[src/rtl/silife_max7219_rx.sv]
// Receive-side model of a daisy-chained MAX7219 string: samples CS/SCK/MOSI on clk,
// commits one 16-bit command per device on each armed CS rise, and offers registered readback.
// Ports: clk/reset; i_cs/i_sck/i_mosi SPI inputs; i_rd_device/i_rd_row select; o_rd_* readback
// (1-cycle latency); o_frame_strobe/o_len_error pulses; o_err_sticky; o_frame_count.
module silife_max7219_rx #(
  parameter int DEVICES = 16,
  localparam int DW = $clog2(DEVICES)
) (
  input  logic          clk,
  input  logic          reset,
  input  logic          i_cs,
  input  logic          i_sck,
  input  logic          i_mosi,
  input  logic [DW-1:0] i_rd_device,
  input  logic [2:0]    i_rd_row,
  output logic [7:0]    o_rd_data,
  output logic [3:0]    o_rd_intensity,
  output logic [2:0]    o_rd_scan_limit,
  output logic [7:0]    o_rd_decode,
  output logic          o_rd_shutdown_n,
  output logic          o_rd_test,
  output logic          o_frame_strobe,
  output logic          o_len_error,
  output logic          o_err_sticky,
  output logic [15:0]   o_frame_count
);

  localparam int NB = 16 * DEVICES;
  localparam int CW = $clog2(NB + 2);

  // Synchronisers plus one delay stage for edge detection
  logic r_cs_s1, r_cs_s2, r_cs_d;
  logic r_sck_s1, r_sck_s2, r_sck_d;
  logic r_mosi_s1, r_mosi_s2;
  // r_vld[2] marks that r_cs_d/r_sck_d hold real samples rather than reset values;
  // without it a CS held low through reset would look like a fresh falling edge.
  logic [2:0] r_vld;

  logic [NB-1:0] r_sr;
  logic [CW-1:0] r_bit_cnt;
  logic          r_armed;

  logic [7:0] r_digit [DEVICES][8];
  logic [7:0] r_decode [DEVICES];
  logic [3:0] r_intensity [DEVICES];
  logic [2:0] r_scan_limit [DEVICES];
  logic       r_shutdown_n [DEVICES];
  logic       r_test [DEVICES];

  logic w_cs_fall, w_cs_rise, w_sck_rise;
  assign w_cs_fall  = r_vld[2] &  r_cs_d  & ~r_cs_s2;
  assign w_cs_rise  = r_vld[2] & ~r_cs_d  &  r_cs_s2;
  assign w_sck_rise = r_vld[2] & ~r_sck_d &  r_sck_s2 & ~r_cs_s2;

  function automatic logic [2:0] row_of(input logic [3:0] addr);
    return 3'(addr - 4'd1);
  endfunction

  always_ff @(posedge clk or posedge reset) begin
    if (reset) begin
      r_cs_s1 <= 1'b1; r_cs_s2 <= 1'b1; r_cs_d <= 1'b1;
      r_sck_s1 <= 1'b0; r_sck_s2 <= 1'b0; r_sck_d <= 1'b0;
      r_mosi_s1 <= 1'b0; r_mosi_s2 <= 1'b0;
      r_vld <= '0;
      r_sr <= '0;
      r_bit_cnt <= '0;
      r_armed <= 1'b0;
      o_frame_strobe <= 1'b0;
      o_len_error <= 1'b0;
      o_err_sticky <= 1'b0;
      o_frame_count <= '0;
      for (int k = 0; k < DEVICES; k++) begin
        for (int r = 0; r < 8; r++) r_digit[k][r] <= '0;
        r_decode[k] <= '0;
        r_intensity[k] <= '0;
        r_scan_limit[k] <= '0;
        r_shutdown_n[k] <= 1'b0;
        r_test[k] <= 1'b0;
      end
    end else begin
      r_cs_s1 <= i_cs;     r_cs_s2 <= r_cs_s1;     r_cs_d <= r_cs_s2;
      r_sck_s1 <= i_sck;   r_sck_s2 <= r_sck_s1;   r_sck_d <= r_sck_s2;
      r_mosi_s1 <= i_mosi; r_mosi_s2 <= r_mosi_s1;
      r_vld <= {r_vld[1:0], 1'b1};
      o_frame_strobe <= 1'b0;
      o_len_error <= 1'b0;

      // CS edges take priority over a coincident SCK rise
      if (w_cs_fall) begin
        r_bit_cnt <= '0;
        r_armed <= 1'b1;
      end else if (w_cs_rise) begin
        if (r_armed) begin
          r_armed <= 1'b0;
          if (r_bit_cnt == CW'(NB)) begin
            o_frame_strobe <= 1'b1;
            o_frame_count <= o_frame_count + 16'd1;
            // Word k sits at sr[16k+15:16k]; the last word shifted lands in device 0
            for (int k = 0; k < DEVICES; k++) begin
              case (r_sr[16*k+8 +: 4])
                4'h1, 4'h2, 4'h3, 4'h4, 4'h5, 4'h6, 4'h7, 4'h8:
                  r_digit[k][row_of(r_sr[16*k+8 +: 4])] <= r_sr[16*k +: 8];
                4'h9: r_decode[k] <= r_sr[16*k +: 8];
                4'hA: r_intensity[k] <= r_sr[16*k +: 4];
                4'hB: r_scan_limit[k] <= r_sr[16*k +: 3];
                4'hC: r_shutdown_n[k] <= r_sr[16*k];
                4'hF: r_test[k] <= r_sr[16*k];
                default: ; // 0x0 no-op, 0xD/0xE ignored
              endcase
            end
          end else begin
            o_len_error <= 1'b1;
            o_err_sticky <= 1'b1;
          end
        end
      end else if (w_sck_rise) begin
        r_sr <= {r_sr[NB-2:0], r_mosi_s2};
        if (r_bit_cnt != CW'(NB + 1)) r_bit_cnt <= r_bit_cnt + 1'b1;
      end
    end
  end

  always_ff @(posedge clk or posedge reset) begin
    if (reset) begin
      o_rd_data <= '0;
      o_rd_intensity <= '0;
      o_rd_scan_limit <= '0;
      o_rd_decode <= '0;
      o_rd_shutdown_n <= 1'b0;
      o_rd_test <= 1'b0;
    end else begin
      o_rd_data <= r_digit[i_rd_device][i_rd_row];
      o_rd_intensity <= r_intensity[i_rd_device];
      o_rd_scan_limit <= r_scan_limit[i_rd_device];
      o_rd_decode <= r_decode[i_rd_device];
      o_rd_shutdown_n <= r_shutdown_n[i_rd_device];
      o_rd_test <= r_test[i_rd_device];
    end
  end

endmodule

[config.mk]
export PLATFORM = sky130hd
export DESIGN_NAME = silife_max7219_rx
export DESIGN_NICKNAME = d
export VERILOG_FILES = /design/src/rtl/silife_max7219_rx.sv
export SDC_FILE = /design/constraint.sdc
export NUM_CORES = 2
export LEC_CHECK = 0
export CAP_MARGIN = 15
export CORE_ASPECT_RATIO = 0.9
export CORE_MARGIN = 4
export CORE_UTILIZATION = 59
export CTS_CLUSTER_DIAMETER = 60
export DETAILED_ROUTE_END_ITERATION = 10
export HOLD_SLACK_MARGIN = 0.08
export PLACE_DENSITY = 0.75
export SYNTH_ARGS = -nofsm -noshare
export SYNTH_HDL_FRONTEND = slang
export SYNTH_SLANG_ARGS = --single-unit
[constraint.sdc]
create_clock -name clk -period 63.4 [get_ports clk]
set_input_delay 9.51 -clock clk [delete_from_list [all_inputs] [get_ports clk]]
set_output_delay 9.51 -clock clk [all_outputs]
set_load 0.01 [all_outputs]
### Word level (Yosys, flattened, before mapping)

Cells that the tools add are included.

* register bits: 1613
* input port bits: 12
* word-level logic and storage cells: 742

* $add $sub $neg: 18
* magnitude comparators: 34
* equal/unequal tests: 211
* multiplexer cells: 83
* bitwise gates (word level): 31
* reduce and logical (&&, ||, !) cells: 135

Operators with widths (number)
* bitwise mux 64 bit: 16
* AND reduction 5 bit: 96
* demux 8 bit (select 3 bit): 16
* == test 4 bit, second input constant: 96
* binary-select mux 64 bit (select 4 bit): 1
* == test 4 x 3 -> 1 bit, second input constant: 64
* 2-to-1 mux 8 bit: 20
* == test 4 x 2 -> 1 bit, second input constant: 32
* 2-to-1 mux 64 bit: 2
* OR reduction 8 bit: 16
* greater-or-equal comparator 4 bit, second input constant: 17
* NOT 3 -> 4 bit: 17
* == test 4 x 1 -> 1 bit, second input constant: 16
* < comparator 4 x 1 -> 1 bit, second input constant: 16
* subtractor 3 x 1 -> 3 bit, second input constant: 16
* 2-to-1 mux 9 bit: 4
* binary-select mux 8 bit (select 4 bit): 1
* binary-select mux 8 bit (select 3 bit): 1
* adder 16 x 1 -> 16 bit, second input constant: 1
* binary-select mux 4 bit (select 4 bit): 1
* logical AND 1 bit: 16
* 2-to-1 mux 1 bit: 14
* binary-select mux 3 bit (select 4 bit): 1
* adder 9 x 1 -> 9 bit, second input constant: 1
* other kinds (13): 31

### Depth between registers and ports, before layout

* depth after elaboration: 7
* depth in mapped cells: 8
* depth with buffers taken out: 7

### Worst setup path before layout

OpenSTA, ideal clock, no wires.

* path type: input to register
* from: input i_rd_device[0]
* to: register o_rd_data[0]
* data arrival time: 11906 ps
* slack: 51369 ps
* stages: 6
* path buffers: 2
* path through: buf_2 -> buf_1 -> mux4_2 -> mux4_2 -> mux4_2 -> mux2_2

* cells in the longest elaborated chain, start to end: 7

RTL lines
* start, declared: line 14 `input logic [DW-1:0] i_rd_device,`
* NOT 4 -> 5 bit (not written as such): line 132 `o_rd_data <= r_digit[i_rd_device][i_rd_row];`
* binary-select mux 64 bit (select 4 bit): line 132
* 2-to-1 mux 64 bit (not written as such) (2 in a row): line 132
* binary-select mux 8 bit (select 3 bit): line 132
* 2-to-1 mux 8 bit (not written as such) (2 in a row): line 132
* end signal, assigned: line 132
* end, declared: line 16 `output logic [7:0] o_rd_data,`

Every way passes these cells. The select of a mux whose other input is x is not followed.
A chain may end at the register's enable or synchronous reset.

==> impl_metrics.json <==
{
  "ios": 56,
  "endpoint_kind": "asynchronous set/reset pin",
  "multiInputGateArea_um2": 30500,
  "setup_viol": 0,
  "finalNetCount": 4518,
  "drt_first_pass_iters": 6,
  "grt_start_max_net_pins": 173,
  "rsz0062_at_grt": "no",
  "synth_edf_count": 0,
  "synth_seq_area_share_pct": 55.9,
  "drcViolationCount": 0,
  "cts_resized": 0,
  "slew_violations": 0,
  "async_flop_share_pct": 100,
  "gp_congestion": 0.892,
  "cts_buffers": 161,
  "placeableCoreArea_um2": 121000,
  "wl_per_cell_um": 34.2,
  "instances_no_fill": 6166,
  "die_x_um": 377,
  "finalSetupTns_ns": 0,
  "ys.flop_type": "dfrtp_1",
  "fin_skew_ns": 0.0302,
  "syn_avg_cell_area_um2": 16.1,
  "cts-root-buf": "clkbuf_16",
  "insertion_delay_ns": 0.81,
  "crit_type": "input pin to asynchronous set/reset pin",
  "dieArea_um2": 128000,
  "layout_common_cells": "dfrtp_1, mux2_2, mux4_2",
  "portBuffers": 55,
  "hold_path.class": "flip-flop to flip-flop",
  "relSlewSlack_pct": 25.3,
  "track_usage_pct": 33.6,
  "reg2reg_slack_ns": 59.30,
  "syn_area_um2": 72200,
  "yosys_warnings": 0,
  "synth_seq_cells": 1613,
  "use_met1_pct": 49.8,
  "grt_antenna_before_repair": 13,
  "status": "finished, final reports clean",
  "worstMarginPinSlew_ns": 1.12,
  "clkSlewWorstSetupHoldPaths_ns": 0.05,
  "hpwl_um": 135000,
  "reg2reg_depth": 6,
  "grt_pass1_wl_um": 308000,
  "cts_hold_buf": 0,
  "viasPerCell": 6.85,
  "layout_commonest_cell": "dfrtp_1",
  "required_ns": 64.18,
  "vias": 42300,
  "netlist.area_leader.share_pct": 55.8,
  "syn_inst": 4482,
  "rr_endpoint": "r_digit[893]",
  "startpoint": "reset",
  "synth_area_leaders": "dfrtp_1, mux2_2, mux4_2",
  "fin_crit_sh_pct": 22.1,
  "clkSinkCount": 1613,
  "ctsLongestPathBuffers": 3,
  "area_delta_synth_final_pct": 9.80,
  "drt-total-wl_um": 211000,
  "antenna_left": 0,
  "synth_nets": 4562,
  "drt_iter0_drc": 4399,
  "die_h_um": 340,
  "crit_fanout": 116,
  "synth_top_area_cell": "dfrtp_1",
  "hold_violations": 0,
  "cts_setup_buffers": 0,
  "cp_data_arrival_time_ns": 14.79,
  "r2r_start": "r_bit_cnt[2]",
  "cts_max_level": 4,
  "peakVddDrop_v": 0.0000269,
  "num_rows": 121,
  "cts_tree": "yes",
  "nFillCells": 8460,
  "start_util_pct": 59.5,
  "min_period_ns": 14.01,
  "globalRouteMet2Util_pct": 48.7,
  "place_inst": 5874,
  "grt.busiest_layer": "met1",
  "grt_pass1_vias": 43300,
  "seqCellArea_um2": 40400,
  "fmax_mhz": 71.4,
  "power_density_nw_per_um2": 26.0,
  "worst_setup_path_start_kind": "input pin",
  "grt_overflow": 0,
  "grtUsageMet3_pct": 9.33,
  "yosysUniqueCellTypes": 45,
  "layout-drive-gt1-share_pct": 46.6,
  "holdWs_ns": 0.350,
  "critPathCapture": "r_digit[262]",
  "cap_violations": 0,
  "power_leakage_nw": 38.4
}
## kinds of logic after synthesis
group / after synthesis / synth area share [%]
and+or+nand+nor: 390 / 2.78
AOI/OAI and AO/OA: 74 / 0.676
adders and majority gates: 68 / 1.18
DFF: 1613 / 55.9
other: 1 / 0.00520
xor gates and xnor gates: 55 / 0.667
buffers and inverters: 336 / 1.84
muxes: 1945 / 36.9
## through the flow
step           power [mW]  worst slack [ns]  utilization [%]  area [µm²]
2_1_floorplan        1.09              8.38                -       72200
3_3_place_gp         1.11             48.45             60.9       73900
3_5_place_dp         1.11             48.38             60.9       73900
4_1_cts              2.07             49.22             65.3       79200
5_1_grt              2.12             48.56             65.3       79200
6_report             2.06             49.39             65.3       79200
## critical path, stage by stage
cell and delay (ns):
clkdlybuf4s50_1 0.49, inv_8 0.56, buf_4 0.72, buf_4 0.82
buf_4 0.90, buf_4 0.68, buf_4 0.84
## synthesized netlist by cell type, types with 2 or more instances
cell type,n
buf_4,11
nand3_1,66
buf_2,17
a2bb2oi_1,2
mux4_2,421
nor3b_1,17
nand4_1,36
mux2_1,144
xnor2_1,27
and4_1,2
nand2_1,154
a21oi_1,3
nor3_2,27
and2_1,3
clkbuf_1,240
xor2_1,28
and3_1,6
nand3b_1,14
o2111ai_1,4
mux2_2,1380
dfstp_2,3
nor2_1,47
o21ai_0,33
a2111oi_0,14
nor3_1,10
o21a_1,14
dfrtp_1,1610
ha_1,68
inv_1,37
buf_1,29
## area by class of cell
cell class / count / area share [%]
repair buffers: 91 / 1.11
multi-input cells: 2533 / 38.5
clock inverters: 55 / 0.853
inverters: 38 / 0.189
well taps: 1599 / 2.52
flip-flops and latches: 1613 / 50.9
diodes: 2 / 0.00632
clock buffers: 235 / 5.92
## sequential cells by signal, summed over array words and instances, names as in the netlist, 3 cells and up
name	count
r_digit	1024
r_vld	3
r_sr	252
r_test	16
o_rd_intensity	4
o_frame_count	16
r_shutdown_n	16
r_intensity	64
o_rd_decode	8
r_bit_cnt	9
r_decode	128
r_scan_limit	48
o_rd_data	8
o_rd_scan_limit	3
## metal layers
layer | vias to the layer above | wire length [µm]
li1 | 16600 | -
met1 | 23100 | 87700
met2 | 2194 | 93000
met3 | 396 | 22700
met4 | 2 | 7550
met5 | - | 17
## report_power, final
group / internal (mW) / switching, mW / total [mW]
clock network: 0.563 / 0.410 / 0.973
logic: 0.0144 / 0.0382 / 0.0526
registers: 1.03 / 0.00472 / 1.04
total: 1.61 / 0.453 / 2.06
## worst min-delay path by stage
stage | from | endpoint | depth (start not counted)
after floorplan | r_mosi_s1 | r_mosi_s2 | 0
after global placement | r_mosi_s1 | r_mosi_s2 | 0
after detailed placement | r_sck_s1 | r_sck_s2 | 0
after CTS | r_sck_s1 | r_sck_s2 | 0
after global routing | r_sck_s1 | r_sck_s2 | 0
final | r_sck_s1 | r_sck_s2 | 0
Power figures use the tool's default switching activity.
